--- src/rtl/icache_refill_ctrl_pkg.sv ---
// Shared states and constants for the instruction-cache line refill controller.
package icache_refill_ctrl_pkg;

  typedef enum logic [2:0] {
    IDLE,
    ADDR,
    DATA,
    WRITE,
    ERR
  } refill_state_t;

  localparam int         BEATS         = 8;
  localparam int         LINE_OFFSET_W = 6;
  localparam int         CNT_W         = $clog2(BEATS);
  localparam logic [1:0] RESP_OKAY     = 2'b00;

endpackage

--- src/rtl/icache_refill_ctrl_line_buffer.sv ---
// Beat-indexed line assembly register: beat N lands in bits [N*BEAT_WIDTH +: BEAT_WIDTH].
module refill_line_buffer
  import icache_refill_ctrl_pkg::*;
#(
  parameter int BEAT_WIDTH = 64
) (
  input  logic                        clk,
  input  logic                        rst,
  input  logic                        clear,
  input  logic                        beat_valid,
  input  logic [BEAT_WIDTH-1:0]       data,
  output logic [BEAT_WIDTH*BEATS-1:0] line,
  output logic                        last_beat
);

  logic [BEAT_WIDTH*BEATS-1:0] line_q, line_d;
  logic [CNT_W-1:0]            cnt_q, cnt_d;

  // Clearing only rewinds the counter; stale line bits are overwritten by the next burst.
  always_comb begin
    line_d = line_q;
    cnt_d  = cnt_q;
    if (clear) begin
      cnt_d = '0;
    end else if (beat_valid) begin
      line_d[cnt_q*BEAT_WIDTH +: BEAT_WIDTH] = data;
      cnt_d = cnt_q + 1'b1;
    end
  end

  always_ff @(posedge clk or posedge rst) begin
    if (rst) begin
      line_q <= '0;
      cnt_q  <= '0;
    end else begin
      line_q <= line_d;
      cnt_q  <= cnt_d;
    end
  end

  assign line      = line_q;
  assign last_beat = (cnt_q == CNT_W'(BEATS - 1));

endmodule

--- src/rtl/icache_refill_ctrl.sv ---
// Icache miss refill sequencer: one 8-beat burst read per miss, then a one-cycle line write.
// Optional miss performance counter enabled by defining ICACHE_REFILL_PERF_EN.
module icache_refill_ctrl
  import icache_refill_ctrl_pkg::*;
#(
  parameter int ADDR_WIDTH  = 64,
  parameter int BLOCK_WIDTH = 512,
  parameter int BEAT_WIDTH  = 64
) (
  input  logic                   i_clk,
  input  logic                   i_arst,
  input  logic                   i_fetch_req,
  input  logic                   i_icache_hit,
  input  logic [ADDR_WIDTH-1:0]  i_read_addr,
  output logic                   o_stall_fetch,
  output logic                   o_arvalid,
  input  logic                   i_arready,
  output logic [ADDR_WIDTH-1:0]  o_araddr,
  output logic [7:0]             o_arlen,
  input  logic                   i_rvalid,
  output logic                   o_rready,
  input  logic [BEAT_WIDTH-1:0]  i_rdata,
  input  logic                   i_rlast,
  input  logic [1:0]             i_rresp,
  output logic                   o_instr_we,
  output logic [BLOCK_WIDTH-1:0] o_instr_block,
  output logic                   o_refill_err,
  output logic [31:0]            o_miss_count
);

  refill_state_t         state_q, state_d;
  logic [ADDR_WIDTH-1:0] araddr_q, araddr_d;
  logic                  err_q, err_d;

  logic miss;
  logic buf_clear;
  logic beat_valid;
  logic last_beat;
  logic beat_err;
  logic miss_start;
  logic arvalid;
  logic rready;
  logic instr_we;
  logic refill_err;

  logic unused_addr_offset;
  assign unused_addr_offset = ^i_read_addr[LINE_OFFSET_W-1:0];

  assign miss = i_fetch_req & ~i_icache_hit;

  // A burst always runs to completion; rlast/count disagreement is treated as a failed refill.
  always_comb begin
    state_d    = state_q;
    araddr_d   = araddr_q;
    err_d      = err_q;
    buf_clear  = 1'b0;
    beat_valid = 1'b0;
    beat_err   = 1'b0;
    miss_start = 1'b0;
    arvalid    = 1'b0;
    rready     = 1'b0;
    instr_we   = 1'b0;
    refill_err = 1'b0;
    case (state_q)
      IDLE: begin
        if (miss) begin
          araddr_d   = {i_read_addr[ADDR_WIDTH-1:LINE_OFFSET_W], {LINE_OFFSET_W{1'b0}}};
          err_d      = 1'b0;
          buf_clear  = 1'b1;
          miss_start = 1'b1;
          state_d    = ADDR;
        end
      end
      ADDR: begin
        arvalid = 1'b1;
        if (i_arready) begin
          state_d = DATA;
        end
      end
      DATA: begin
        rready = 1'b1;
        if (i_rvalid) begin
          beat_valid = 1'b1;
          beat_err   = (i_rresp != RESP_OKAY) | (i_rlast != last_beat);
          err_d      = err_q | beat_err;
          if (i_rlast || last_beat) begin
            state_d = (err_q | beat_err) ? ERR : WRITE;
          end
        end
      end
      WRITE: begin
        instr_we = 1'b1;
        state_d  = IDLE;
      end
      ERR: begin
        refill_err = 1'b1;
        state_d    = IDLE;
      end
      default: begin
        state_d = IDLE;
      end
    endcase
  end

  always_ff @(posedge i_clk or posedge i_arst) begin
    if (i_arst) begin
      state_q  <= IDLE;
      araddr_q <= '0;
      err_q    <= 1'b0;
    end else begin
      state_q  <= state_d;
      araddr_q <= araddr_d;
      err_q    <= err_d;
    end
  end

  refill_line_buffer #(
    .BEAT_WIDTH(BEAT_WIDTH)
  ) u_line_buffer (
    .clk       (i_clk),
    .rst       (i_arst),
    .clear     (buf_clear),
    .beat_valid(beat_valid),
    .data      (i_rdata),
    .line      (o_instr_block),
    .last_beat (last_beat)
  );

  // Stall covers the miss cycle itself so the PC holds before the FSM leaves IDLE.
  assign o_stall_fetch = (state_q != IDLE) | miss;
  assign o_arvalid     = arvalid;
  assign o_araddr      = araddr_q;
  assign o_arlen       = 8'(BEATS - 1);
  assign o_rready      = rready;
  assign o_instr_we    = instr_we;
  assign o_refill_err  = refill_err;

`ifdef ICACHE_REFILL_PERF_EN
  logic [31:0] miss_count_q, miss_count_d;

  always_comb begin
    miss_count_d = miss_count_q;
    if (miss_start && (miss_count_q != 32'hFFFF_FFFF)) begin
      miss_count_d = miss_count_q + 32'd1;
    end
  end

  always_ff @(posedge i_clk or posedge i_arst) begin
    if (i_arst) begin
      miss_count_q <= '0;
    end else begin
      miss_count_q <= miss_count_d;
    end
  end

  assign o_miss_count = miss_count_q;
`else
  logic unused_miss_start;
  assign unused_miss_start = miss_start;
  assign o_miss_count      = '0;
`endif

endmodule

--- config.mk ---
export PLATFORM = sky130hd
export DESIGN_NAME = icache_refill_ctrl
export DESIGN_NICKNAME = d
export VERILOG_FILES = /design/src/rtl/icache_refill_ctrl_pkg.sv /design/src/rtl/icache_refill_ctrl_line_buffer.sv /design/src/rtl/icache_refill_ctrl.sv
export SDC_FILE = /design/constraint.sdc
export NUM_CORES = 1
export LEC_CHECK = 0
export BUFFER_PORTS_ARGS = -buffer_cell sky130_fd_sc_hd__buf_2
export CAP_MARGIN = 20
export CORE_AREA = 5 5 292 294
export CTS_CLUSTER_SIZE = 30
export DETAILED_ROUTE_END_ITERATION = 8
export DIE_AREA = 0 0 297 299
export GPL_TIMING_DRIVEN = 0
export PLACE_DENSITY_LB_ADDON = 0.12
export SETUP_SLACK_MARGIN = 0.5
export SLEW_MARGIN = 15
export SYNTH_ARGS = -nofsm -noshare
export SYNTH_HDL_FRONTEND = slang
export SYNTH_SLANG_ARGS = --single-unit
--- constraint.sdc ---
create_clock -name i_clk -period 31.9 [get_ports i_clk]
set_clock_uncertainty 0.05 [all_clocks]
set_input_delay 0 -clock i_clk [delete_from_list [all_inputs] [get_ports i_clk]]
set_output_delay 0 -clock i_clk [all_outputs]
set_load 0.01 [all_outputs]
==> impl_metrics.ini <==
[pwr]
power_mw = 2.77
irDropWorstVdd_mv = 0.0398
p_per_area_nw_per_um2 = 80.6
p_leak_nw = 18.4

[timing]
max-slew-margin-rel_pct = 31.4
hold_viol = 0
slew_violations = 0
fmax_mhz = 220
final-setup-viol-count = 0
rsz0062_at_grt = false
tns_ns = 0
fin_crit_ns = 4.54
period_share_pct = 14.2
worstMarginPinSlew_ns = 1.03

[critical_path]
cp-start-kind = flop
path_class = flop to flop
slowest_stage = clkbuf_1
critical_path.top_delay_family = buffers and inverters
critPathBufInv = 7
cp_max_fo = 10
critPathRequiredTime_ns = 32.36
crit_top_cell = clkbuf_1
slowest_delay_ns = 0.72
arrival_ns = 5.00
cp-end-kind = flop
path_cells = buf_6 -> clkbuf_1 -> clkbuf_1 -> inv_1 -> ha_1 -> ha_1 -> clkbuf_1 -> and3b_1 -> clkbuf_1 -> clkbuf_1 -> nand2_1 -> mux2i_1

[placed_design]
gp_congestion = 0.800
hpwl_microns = 70700
placedCellCount = 4074
placed_cell_area_sq_um = 30600
port_buffers = 690

[final_layout]
drive_gt1_share_pct = 34.3
nets = 3344
final-instance-count-excl-fill = 4332
syn_to_final_growth_pct = 34.7
finalInstanceArea_sq_um = 34300
diodes = 0
final_util_pct = 41.5
fillers = 8111

[cts]
htree_levels = 3
post_cts_resized = 0
clock_latency_ns = 0.59
clockRootBuffer = clkbuf_16
numCtsBuffers = 70
clockBufferDepth = 3
path_clk_slew_ns = 0.06
cts_tree = done
clock_sinks = 577
post-cts-setup-buffer-count = 0

[floorplan]
ios = 758
row_count = 106
fp.coreArea_sq_um = 82600
dieArea_sq_um = 88800
start_util_pct = 30.8
die_x_microns = 297
die_h_microns = 299

[routing]
vias = 19300
avgViaCountPerCell = 4.45
drc = 0
drt_iter0_drc = 973
drtAntennaViolNets = 0
routedWlPerCell_microns = 22.2
detail_route.first_pass.iterations = 7
wl_microns = 96400

[yosys]
yosys_most_used_dff = dfrtp_1
synth_area_sq_um = 25500
synth-seq-cells = 577
syn_inst = 2255
yosys_warnings = 0
yosysMostFrequentCell = dfrtp_1
ys_top_cells_by_count = 577 x dfrtp_1, 398 x inv_1, 397 x nand2_1, 392 x mux2i_1, 173 x mux2_2
synth_seq_area_share_pct = 56.7
synth_cell_type_count = 40
yosys.area.top_type_share_pct = 56.7
syn_avg_cell_area_sq_um = 11.3
synth_area_leaders = dfrtp_1 57%, mux2i_1 15%, mux2_2 7.6%, inv_1 5.9%, nand2_1 5.8%
synth-edff-count = 0
synth_top_cell_by_area = dfrtp_1
async_flop_share_pct = 100

[hold_path]
holdCritPathClass = input port to flop

[global_routing]
grt_use_total_pct = 21.1
grt_max_degree = 110
antenna_found_initial = 2
grt_pass1_vias = 20500
grt_pass1_wl_microns = 140000
overflow = 0

[run]
cap_violations = 0

[status]
status = completed
stage by stage:
stage	hold WS [ns]	setup WS, ns
2_1_floorplan	0.0838	15.71
3_3_place_gp	0.182	9.04
3_5_place_dp	0.0761	27.38
4_1_cts	0.0545	27.33
5_1_grt	0.0732	27.07
6_report	0.110	27.36
cell type report:
type	count	area [sq um]	area share, %
flip-flops and latches	577	14400	42.1
plain buffers	182	1170	3.40
inverters	398	1500	4.37
well taps	1080	1350	3.94
multi-input cells	1142	8550	24.9
repair buffers	828	4920	14.3
clock buffers	102	2080	6.07
clock inverters	23	305	0.889
layout by cell type, fill, tap and decap left out, types with 7 or more instances in the layout:
| cell type | n |
|---|---|
| ha_1 | 8 |
| dlygate4sd3_1 | 133 |
| dfrtp_1 | 577 |
| clkbuf_8 | 17 |
| clkbuf_16 | 72 |
| mux2i_1 | 392 |
| buf_4 | 76 |
| conb_1 | 46 |
| and3_1 | 23 |
| buf_6 | 7 |
| clkinv_2 | 11 |
| clkbuf_1 | 66 |
| and2_1 | 49 |
| buf_2 | 727 |
| inv_1 | 397 |
| nand2_1 | 397 |
| mux2_2 | 173 |
path summary, 6_finish.rpt:
kind                                                startpoint                             endpoint  slack (ns)  cells after the start
max                         u_line_buffer.cnt_q[0]$_DFFE_PP0P_  u_line_buffer.line[358]$_DFFE_PP0P_       27.36                     12
min                                            i_read_addr[14]             o_araddr[14]$_DFFE_PP0P_        0.11                      3
max reg2reg                 u_line_buffer.cnt_q[0]$_DFFE_PP0P_  u_line_buffer.line[358]$_DFFE_PP0P_       27.36                     12
min reg2reg                u_line_buffer.line[385]$_DFFE_PP0P_  u_line_buffer.line[385]$_DFFE_PP0P_        0.43                      1
max in group asynchronous                               i_arst  u_line_buffer.line[491]$_DFFE_PP0P_       29.80                      6
min in group asynchronous                               i_arst  u_line_buffer.line[274]$_DFFE_PP0P_        0.58                      4
power breakdown:
part	internal [mW]	switching, mW	leakage [nW]	total [mW]
Sequential	0.931	0.108	6.14	1.04
Clock	0.498	0.328	1.18	0.826
Combinational	0.342	0.560	11.1	0.902
registers in the layout, indices dropped and copies added (netlist names):
name and count:
u_line_buffer.cnt_q 3, o_araddr 58, err_q 1, u_line_buffer.line 512, state_q 3
kinds of logic after synthesis:
| logic type | Yosys count | synth area share, % |
|---|---|---|
| DFF | 577 | 56.7 |
| and+or+nand+nor | 508 | 8.93 |
| buffers and inverters | 580 | 10.4 |
| adders and majority gates | 8 | 0.393 |
| other | 2 | 0.0295 |
| muxes | 570 | 23.3 |
| AOI/OAI and AO/OA | 10 | 0.270 |
tightest hold or removal path, delay by kind of cell:
| family | cells | cell delay (ns) |
|---|---|---|
| multiplexers | 1 | 0.13 |
| buffers and inverters | 2 | 0.60 |
layer usage:
layer  GRT usage [%]  up-vias  share of wire (%)
li1                -     8863                  -
met1            25.7     9639                 41
met2            36.0      625                 49
met3            5.38      157                6.3
met4            8.00        0                3.7
met5               0        -                  0
what timing repair did:
item | in CTS | in global routing
hold endpoints to repair | 768 | 0
hold buffers | 133 | 0
setup endpoints to repair | 0 | 0
Power figures use the tool's default switching activity.
